$ cat src/rtl/jvm_bytecode_fetch.sv
// Bytecode fetch/prefetch stage: streams instruction RAM bytes through a
// small FIFO to the translator, with start, redirect and halt handling.
module jvm_bytecode_fetch #(
    parameter int ADDR_W = 16,
    parameter int DEPTH  = 4
) (
    input  logic              clk,
    input  logic              reset,
    input  logic              start,
    input  logic [ADDR_W-1:0] start_addr,
    input  logic              redirect,
    input  logic [ADDR_W-1:0] redirect_addr,
    input  logic              halt,
    input  logic              take,
    output logic              iram_en,
    output logic [ADDR_W-1:0] iram_adr,
    input  logic [7:0]        iram_rdata,
    output logic [7:0]        iram_data,
    output logic [ADDR_W-1:0] head_pc,
    output logic              waiting,
    output logic              running
);

    localparam int PW = $clog2(DEPTH);
    localparam int CW = PW + 1;

    typedef enum logic {
        IDLE,
        RUN
    } state_t;

    state_t            state_q, state_d;
    logic [ADDR_W-1:0] fetch_adr_q, fetch_adr_d;
    logic [ADDR_W-1:0] head_pc_q, head_pc_d;
    logic [PW-1:0]     rd_ptr_q, rd_ptr_d;
    logic [PW-1:0]     wr_ptr_q, wr_ptr_d;
    logic [CW-1:0]     count_q, count_d;
    logic              inflight_q, inflight_d;
    logic              bubble_q, bubble_d;
    logic [7:0]        mem_q [DEPTH];

    logic              wr_en;
    logic              pop;
    logic              do_take;
    logic [CW:0]       occupancy;
    logic [ADDR_W-1:0] new_adr;

    assign running   = (state_q == RUN);
    assign waiting   = (count_q == '0) || (state_q == IDLE);
    assign iram_adr  = fetch_adr_q;
    assign head_pc   = head_pc_q;
    assign iram_data = waiting ? 8'h00 : mem_q[rd_ptr_q];
    assign do_take   = take && !waiting;

    // Credit check uses only registered state, so take never reaches iram_en.
    assign occupancy = {1'b0, count_q} + (CW + 1)'(inflight_q);
    assign iram_en   = running && !bubble_q &&
                       (occupancy < (CW + 1)'(DEPTH));

    always_comb begin
        state_d     = state_q;
        fetch_adr_d = fetch_adr_q;
        head_pc_d   = head_pc_q;
        rd_ptr_d    = rd_ptr_q;
        wr_ptr_d    = wr_ptr_q;
        count_d     = count_q;
        inflight_d  = 1'b0;
        bubble_d    = 1'b0;
        wr_en       = 1'b0;
        pop         = 1'b0;
        new_adr     = start ? start_addr : redirect_addr;

        if (halt) begin
            state_d  = IDLE;
            rd_ptr_d = '0;
            wr_ptr_d = '0;
            count_d  = '0;
        end else if (start || (redirect && running)) begin
            state_d     = RUN;
            fetch_adr_d = new_adr;
            head_pc_d   = new_adr;
            rd_ptr_d    = '0;
            wr_ptr_d    = '0;
            count_d     = '0;
            bubble_d    = running;
        end else begin
            if (iram_en) begin
                fetch_adr_d = fetch_adr_q + ADDR_W'(1);
                inflight_d  = 1'b1;
            end
            wr_en = inflight_q;
            pop   = do_take;
            if (wr_en) begin
                wr_ptr_d = wr_ptr_q + PW'(1);
            end
            if (pop) begin
                rd_ptr_d  = rd_ptr_q + PW'(1);
                head_pc_d = head_pc_q + ADDR_W'(1);
            end
            count_d = count_q + CW'(wr_en) - CW'(pop);
        end
    end

    always_ff @(posedge clk) begin
        if (!reset) begin
            state_q     <= IDLE;
            fetch_adr_q <= '0;
            head_pc_q   <= '0;
            rd_ptr_q    <= '0;
            wr_ptr_q    <= '0;
            count_q     <= '0;
            inflight_q  <= 1'b0;
            bubble_q    <= 1'b0;
        end else begin
            state_q     <= state_d;
            fetch_adr_q <= fetch_adr_d;
            head_pc_q   <= head_pc_d;
            rd_ptr_q    <= rd_ptr_d;
            wr_ptr_q    <= wr_ptr_d;
            count_q     <= count_d;
            inflight_q  <= inflight_d;
            bubble_q    <= bubble_d;
            if (wr_en) begin
                mem_q[wr_ptr_q] <= iram_rdata;
            end
        end
    end

endmodule

$ cat config.mk
export PLATFORM = sky130hd
export DESIGN_NAME = jvm_bytecode_fetch
export DESIGN_NICKNAME = d
export VERILOG_FILES = /design/src/rtl/jvm_bytecode_fetch.sv
export SDC_FILE = /design/constraint.sdc
export NUM_CORES = 1
export LEC_CHECK = 0
export BUFFER_PORTS_ARGS = -buffer_cell sky130_fd_sc_hd__buf_2
export CORE_MARGIN = 2
export CORE_UTILIZATION = 55
export CTS_BUF_LIST = sky130_fd_sc_hd__clkbuf_8 sky130_fd_sc_hd__clkbuf_16
export DETAILED_ROUTE_END_ITERATION = 7
export PLACE_DENSITY_LB_ADDON = 0.12
export SYNTH_ARGS = -nofsm -noshare
export SYNTH_HDL_FRONTEND = slang
export SYNTH_SLANG_ARGS = --single-unit
$ cat constraint.sdc
create_clock -name clk -period 3.7 [get_ports clk]
set_input_delay 0.185 -clock clk [delete_from_list [all_inputs] [get_ports clk]]
set_output_delay 0.185 -clock clk [all_outputs]
set_load 0.02 [all_outputs]
# --- After elaboration in Yosys (flattened, before gate mapping) ---
# Memories as Yosys holds them, arrays and structs flattened. A register that Yosys moved wholly into a read port is not among the register bits.
# Cells that the tools add are included.
totals:
  n_memories: 1
  ram_bits: 32
  latchBits: 0
  word_cells: 51
  regBits: 42
  mem_bits_ro: 0
  output_inout_bits: 43
  in_bits: 46
mem_list:
  columns: ["name", "depth", "word_bits", "read_ports", "rd_ports_with_merged_regs", "write_ports", "line", "rtl"]
  rows:
  - ["mem_q", 4, 8, 1, 1, 1, "40", "logic [7:0] mem_q [DEPTH];"]
op_classes:
  n_eq_ne: 0
  muxes: 14
  n_lt_le_gt_ge: 1
  addsub: 7
  reduce_logical: 16
  mul: 0
  n_bitwise: 4
  div: 0
  shifts: 0
ops:
  columns: ["op", "count"]
  rows:
  - ["2-to-1 mux 16 bit", 5]
  - ["adder 16 x 1 -> 16 bit (second input constant)", 2]
  - ["2-to-1 mux 8 bit", 1]
  - ["2-to-1 mux 1 bit", 6]
  - ["OR reduction 3 bit", 2]
  - ["adder 2 x 1 -> 2 bit (second input constant)", 2]
  - ["adder 3 x 1 -> 4 bit", 1]
  - ["logical AND 1 bit", 4]
  - ["< comparator 4 x 3 -> 1 bit (second input constant)", 1]
  - ["2-to-1 mux 2 bit", 2]
  - ["NOT 1 bit", 4]
  - ["AND reduction 2 bit", 2]
  - ["nonzero test 2 bit", 2]
  - ["adder 3 x 1 -> 3 bit", 1]
  - ["logical NOT 3 bit", 1]
  - ["subtractor 3 x 1 -> 3 bit", 1]
  - ["logical NOT 1 bit", 2]
  - ["logical OR 1 bit", 2]
  - ["OR reduction 2 bit", 1]

# --- Longest topological paths before layout ---
logic_depth:
  depth_word: 7
  ltp_mapped: 8
  depth_no_buf: 7

# --- Worst setup path after synthesis ---
# Ideal clock, no wire load.
synth_timing:
  path_kind: "register -> register"
  start: "register state_q (netlist: running)"
  end: "register count_q[1]"
  path_stages_with_launch: 8
  path_slack_ps: 1760
  t_arrival_ps: 1825
  t_required_ps: 3585
  period_less_slack_ps: 1940
  cell_sequence: "dfxtp_1 buf_2 o311a_1 nand2b_1 nand2_1 ha_1 fa_1 and2_1"
synth_via:
  elab_chain_cells: 5
synth_rtl:
  columns: ["item", "line", "rtl"]
  rows:
  - ["start: declaration", "32", "state_t state_q, state_d;"]
  - ["start signal: assignment", "115", "state_q <= state_d;"]
  - ["NOT 1 bit", "49", "assign waiting = (count_q == '0) || (state_q == IDLE);"]
  - ["logical OR 1 bit", "49", null]
  - ["logical NOT 1 bit", "53", "assign do_take = take && !waiting;"]
  - ["logical AND 1 bit", "53", null]
  - ["subtractor 3 x 1 -> 3 bit", "100", "count_d = count_q + CW'(wr_en) - CW'(pop);"]
  - ["end signal: assignment", "120", "count_q <= count_d;"]
  - ["end: declaration", "37", "logic [CW-1:0] count_q, count_d;"]
# Parallel ways exist; a longest one is shown, timed or not.
# A chain may end at the register's enable or synchronous reset.

# --- Final worst setup path ---
layout_timing:
  start: "register state_q (netlist: running)"
  end: "register fetch_adr_q[6] (netlist: iram_adr[6])"
layout_via:
  elab_chain_cells: 4
layout_rtl:
  columns: ["item", "line", "rtl"]
  rows:
  - ["logical AND 1 bit, on equally long branches", "57, 78", null]
  - ["logical AND 1 bit or logical OR 1 bit (tied branches)", "57, 78", null]
  - ["nonzero test 2 bit (no line)", null, null]
  - ["AND reduction 2 bit (no line)", null, null]
  - ["end signal: assignment", "116", "fetch_adr_q <= fetch_adr_d;"]
  - ["end: declaration", "33", "logic [ADDR_W-1:0] fetch_adr_q, fetch_adr_d;"]
# Parallel ways exist; a longest one is shown, timed or not.

==> run_results.csv <==
group,metric,value,unit
place,hpwlAfterDp,7260,µm
timing,grt_setup_unrepaired,"false",
timing,tightest_slew,1130,ps
detailed_routing,drt-total-wl,10000,µm
timing,final.setup_skew,8.56,ps
floorplan,coreArea,6830,µm²
synthesis,synthTopCellsByArea,"edfxtp_1, dfxtp_1, mux4_2",
final_layout,fillerInstances,576,
global_routing,grt_overflow_total,0,
cts,htreeDepth,3,
global_routing,antenna_found_initial,0,
setup_path,required,3950,ps
detailed_routing,drt_pass1_iterations,4,
timing,finalSetupViolations,0,
synthesis,yosysMostFrequentCell,"dfxtp_1",
hold_path,hold_path_depth,1,
floorplan,fp-row-count,30,
place,gp_congestion,0.913,
final_layout,nets,532,
synthesis,synth_common_cells,"dfxtp_1, nand2_1, a21oi_1, edfxtp_1, o21ai_0",
setup_path,path_class,"reg2reg",
global_routing,grt_max_degree,39,
place,pre_cts_ws,1480,ps
setup_path,r2r_end,"iram_adr[6]",
floorplan,die_x,88.4,µm
cts,postCtsHoldBufs,0,
setup_path,end_kind,"flop",
detailed_routing,vias_per_cell,5.89,
run_status,status,"finished clean",
synthesis,synth_edf_count,32,
place,io_buffers,88,
floorplan,die_area,7810,µm²
final_layout,drive_gt1_frac,0.274,
flow_run,maxCapViolations,0,
power,power_density,383,nW/µm²
setup_path,worstPathArrival,2510,ps
power,p_leak,1.84,nW
cts,cts_setup_buffers,0,
hold_path,holdCritPathClass,"in2reg",
setup_path,worstSetupEndpoint,"iram_adr[6]",
timing,slew_viol_final,0,
cts,clk_latency,350,ps
timing,min_period_over_period,0.612,
cts,clkTransAtPathRegs,90,ps
global_routing,grt_pass1_wl,15500,µm
timing,max_freq,442,MHz
detailed_routing,final_antenna_net_count,0,
synthesis,netlist_area,3920,µm²
timing,setup_tns,0,ps
floorplan,die_h,88.4,µm
synthesis,synthArstFlopShare,0,
detailed_routing,drtIter0Drc,178,
cts,clkSinkCount,76,
final_layout,area_growth,17.4,%
synthesis,synth_top_area_frac,0.245,
setup_path,startpoint_type,"flop",
detailed_routing,drc_errors,0,
power,vdd_drop_max,222,µV
setup_path,r2r_cells,4,
setup_path,rrSetupSlack,1440,ps
setup_path,crit_fanout,23,
detailed_routing,vias,3407,
setup_path,reg2reg_from,"running",
final_layout,diodes,0,
cts,ctsResizeCount,0,
synthesis,synth_fp_nets,452,
synthesis,yosysWarnings,0,
cts,clk_path_buf_depth,2,
floorplan,start_util,0.573,
timing,setup_ws,1440,ps
cts,cts-buffers-inserted,9,
cts,cts_tree,"built",
detailed_routing,wl_per_cell,17.4,µm
timing,period_minus_slack,2260,ps
synthesis,yosysSeqAreaShare,0.470,
synthesis,ys_types,51,
timing,relSlewSlack,0.247,
global_routing,gr-usage-all-layers,0.263,
floorplan,ios,89,
setup_path,critPathLaunch,"running",
synthesis,synth-main-ff-cell,"dfxtp_1",
synthesis,synth_top_cell_by_area,"edfxtp_1",
synthesis,synth_seq_cells,76,
synthesis,netlist_instances,397,
cts,cts-root-buf,"clkbuf_8",
timing,hold_viol_final,0,
global_routing,grt_pass1_vias,3079,
synthesis,synth_area_per_cell,9.86,µm²
==> critical path, stage by stage, from the launching register on <==
cell and delay [ps]:
dfxtp_1 440, a21oi_2 930, a21o_1 440, a21oi_1 80
o221a_2 260
==> worst min-delay path by stage <==
stage	from	end
6_report	iram_rdata[6]	mem_q[1][6]
5_1_grt	iram_rdata[6]	mem_q[3][6]
4_1_cts	iram_rdata[6]	mem_q[1][6]
3_5_place_dp	iram_rdata[1]	mem_q[0][1]
3_3_place_gp	iram_rdata[4]	mem_q[0][4]
2_1_floorplan	iram_rdata[0]	mem_q[0][0]
==> through the flow <==
step	std cells	instance area (µm²)	power, W	util	hold slack, ps
after floorplan	397	3920	0.00104	-	284
after global placement	562	4390	0.00111	0.642	404
after detailed placement	562	4390	0.00111	0.642	407
after CTS	578	4590	0.00177	0.673	42.1
after global routing	578	4590	0.00182	0.673	36.3
final	578	4590	0.00176	0.673	48.3
==> power breakdown <==
part           leakage, nW  internal, W  switching, W
sequential           0.645     0.000888     0.0000232
combinational         1.09    0.0000668      0.000114
clock                0.102     0.000324      0.000346
total                 1.84      0.00128      0.000483
==> state kept, by name, summed over array words and instances, names as in the netlist, named ones only <==
name,flops
mem_q,32
head_pc,16
iram_adr,16
count_q,3
rd_ptr_q,2
wr_ptr_q,2
bubble_q,1
inflight_q,1
running,1
==> per-layer routing <==
metal / part of all wire / wire, µm / track usage
met3: 0.063 / 633 / 0.0466
met2: 0.50 / 5060 / 0.447
met1: 0.42 / 4210 / 0.348
met5: 0 / 0 / 0
met4: 0.013 / 131 / 0.0730
==> cell families (layout without fill, tap and decap cells) <==
kind of cell	Yosys count	in the layout	synth area share
adders and majority gates	9	9	0.0307
DFF	76	76	0.470
buffers and inverters	30	115	0.0352
muxes	11	11	0.0540
and+or+nand+nor	143	143	0.187
AOI/OAI and AO/OA	124	124	0.213
xor gates and xnor gates	4	4	0.00895
==> layout by cell type, fill, tap and decap left out, types with 6 or more instances in the layout <==
| cell type | instances |
|---|---|
| ha_1 | 8 |
| o21ai_0 | 32 |
| edfxtp_1 | 32 |
| dfxtp_1 | 44 |
| a21oi_1 | 32 |
| nand3_1 | 21 |
| nor2_1 | 26 |
| nor3_1 | 6 |
| and3_1 | 12 |
| buf_2 | 88 |
| mux4_2 | 8 |
| nand2_1 | 37 |
| nor2b_1 | 11 |
| inv_1 | 9 |
| clkbuf_8 | 9 |
| a31o_2 | 6 |
| and2_1 | 7 |
| nor3b_1 | 9 |
==> cell type report <==
class / instances / area [µm²] / area share
Clock buffer: 9 / 124 / 0.0270
Clock inverter: 7 / 83.8 / 0.0182
Inverter: 9 / 33.8 / 0.00735
Multi-Input combinational cell: 291 / 1940 / 0.421
Sequential cell: 76 / 1840 / 0.401
Tap cell: 96 / 120 / 0.0261
Timing Repair Buffer: 90 / 455 / 0.0991
No activity file was read; power rests on OpenSTA's default activity.
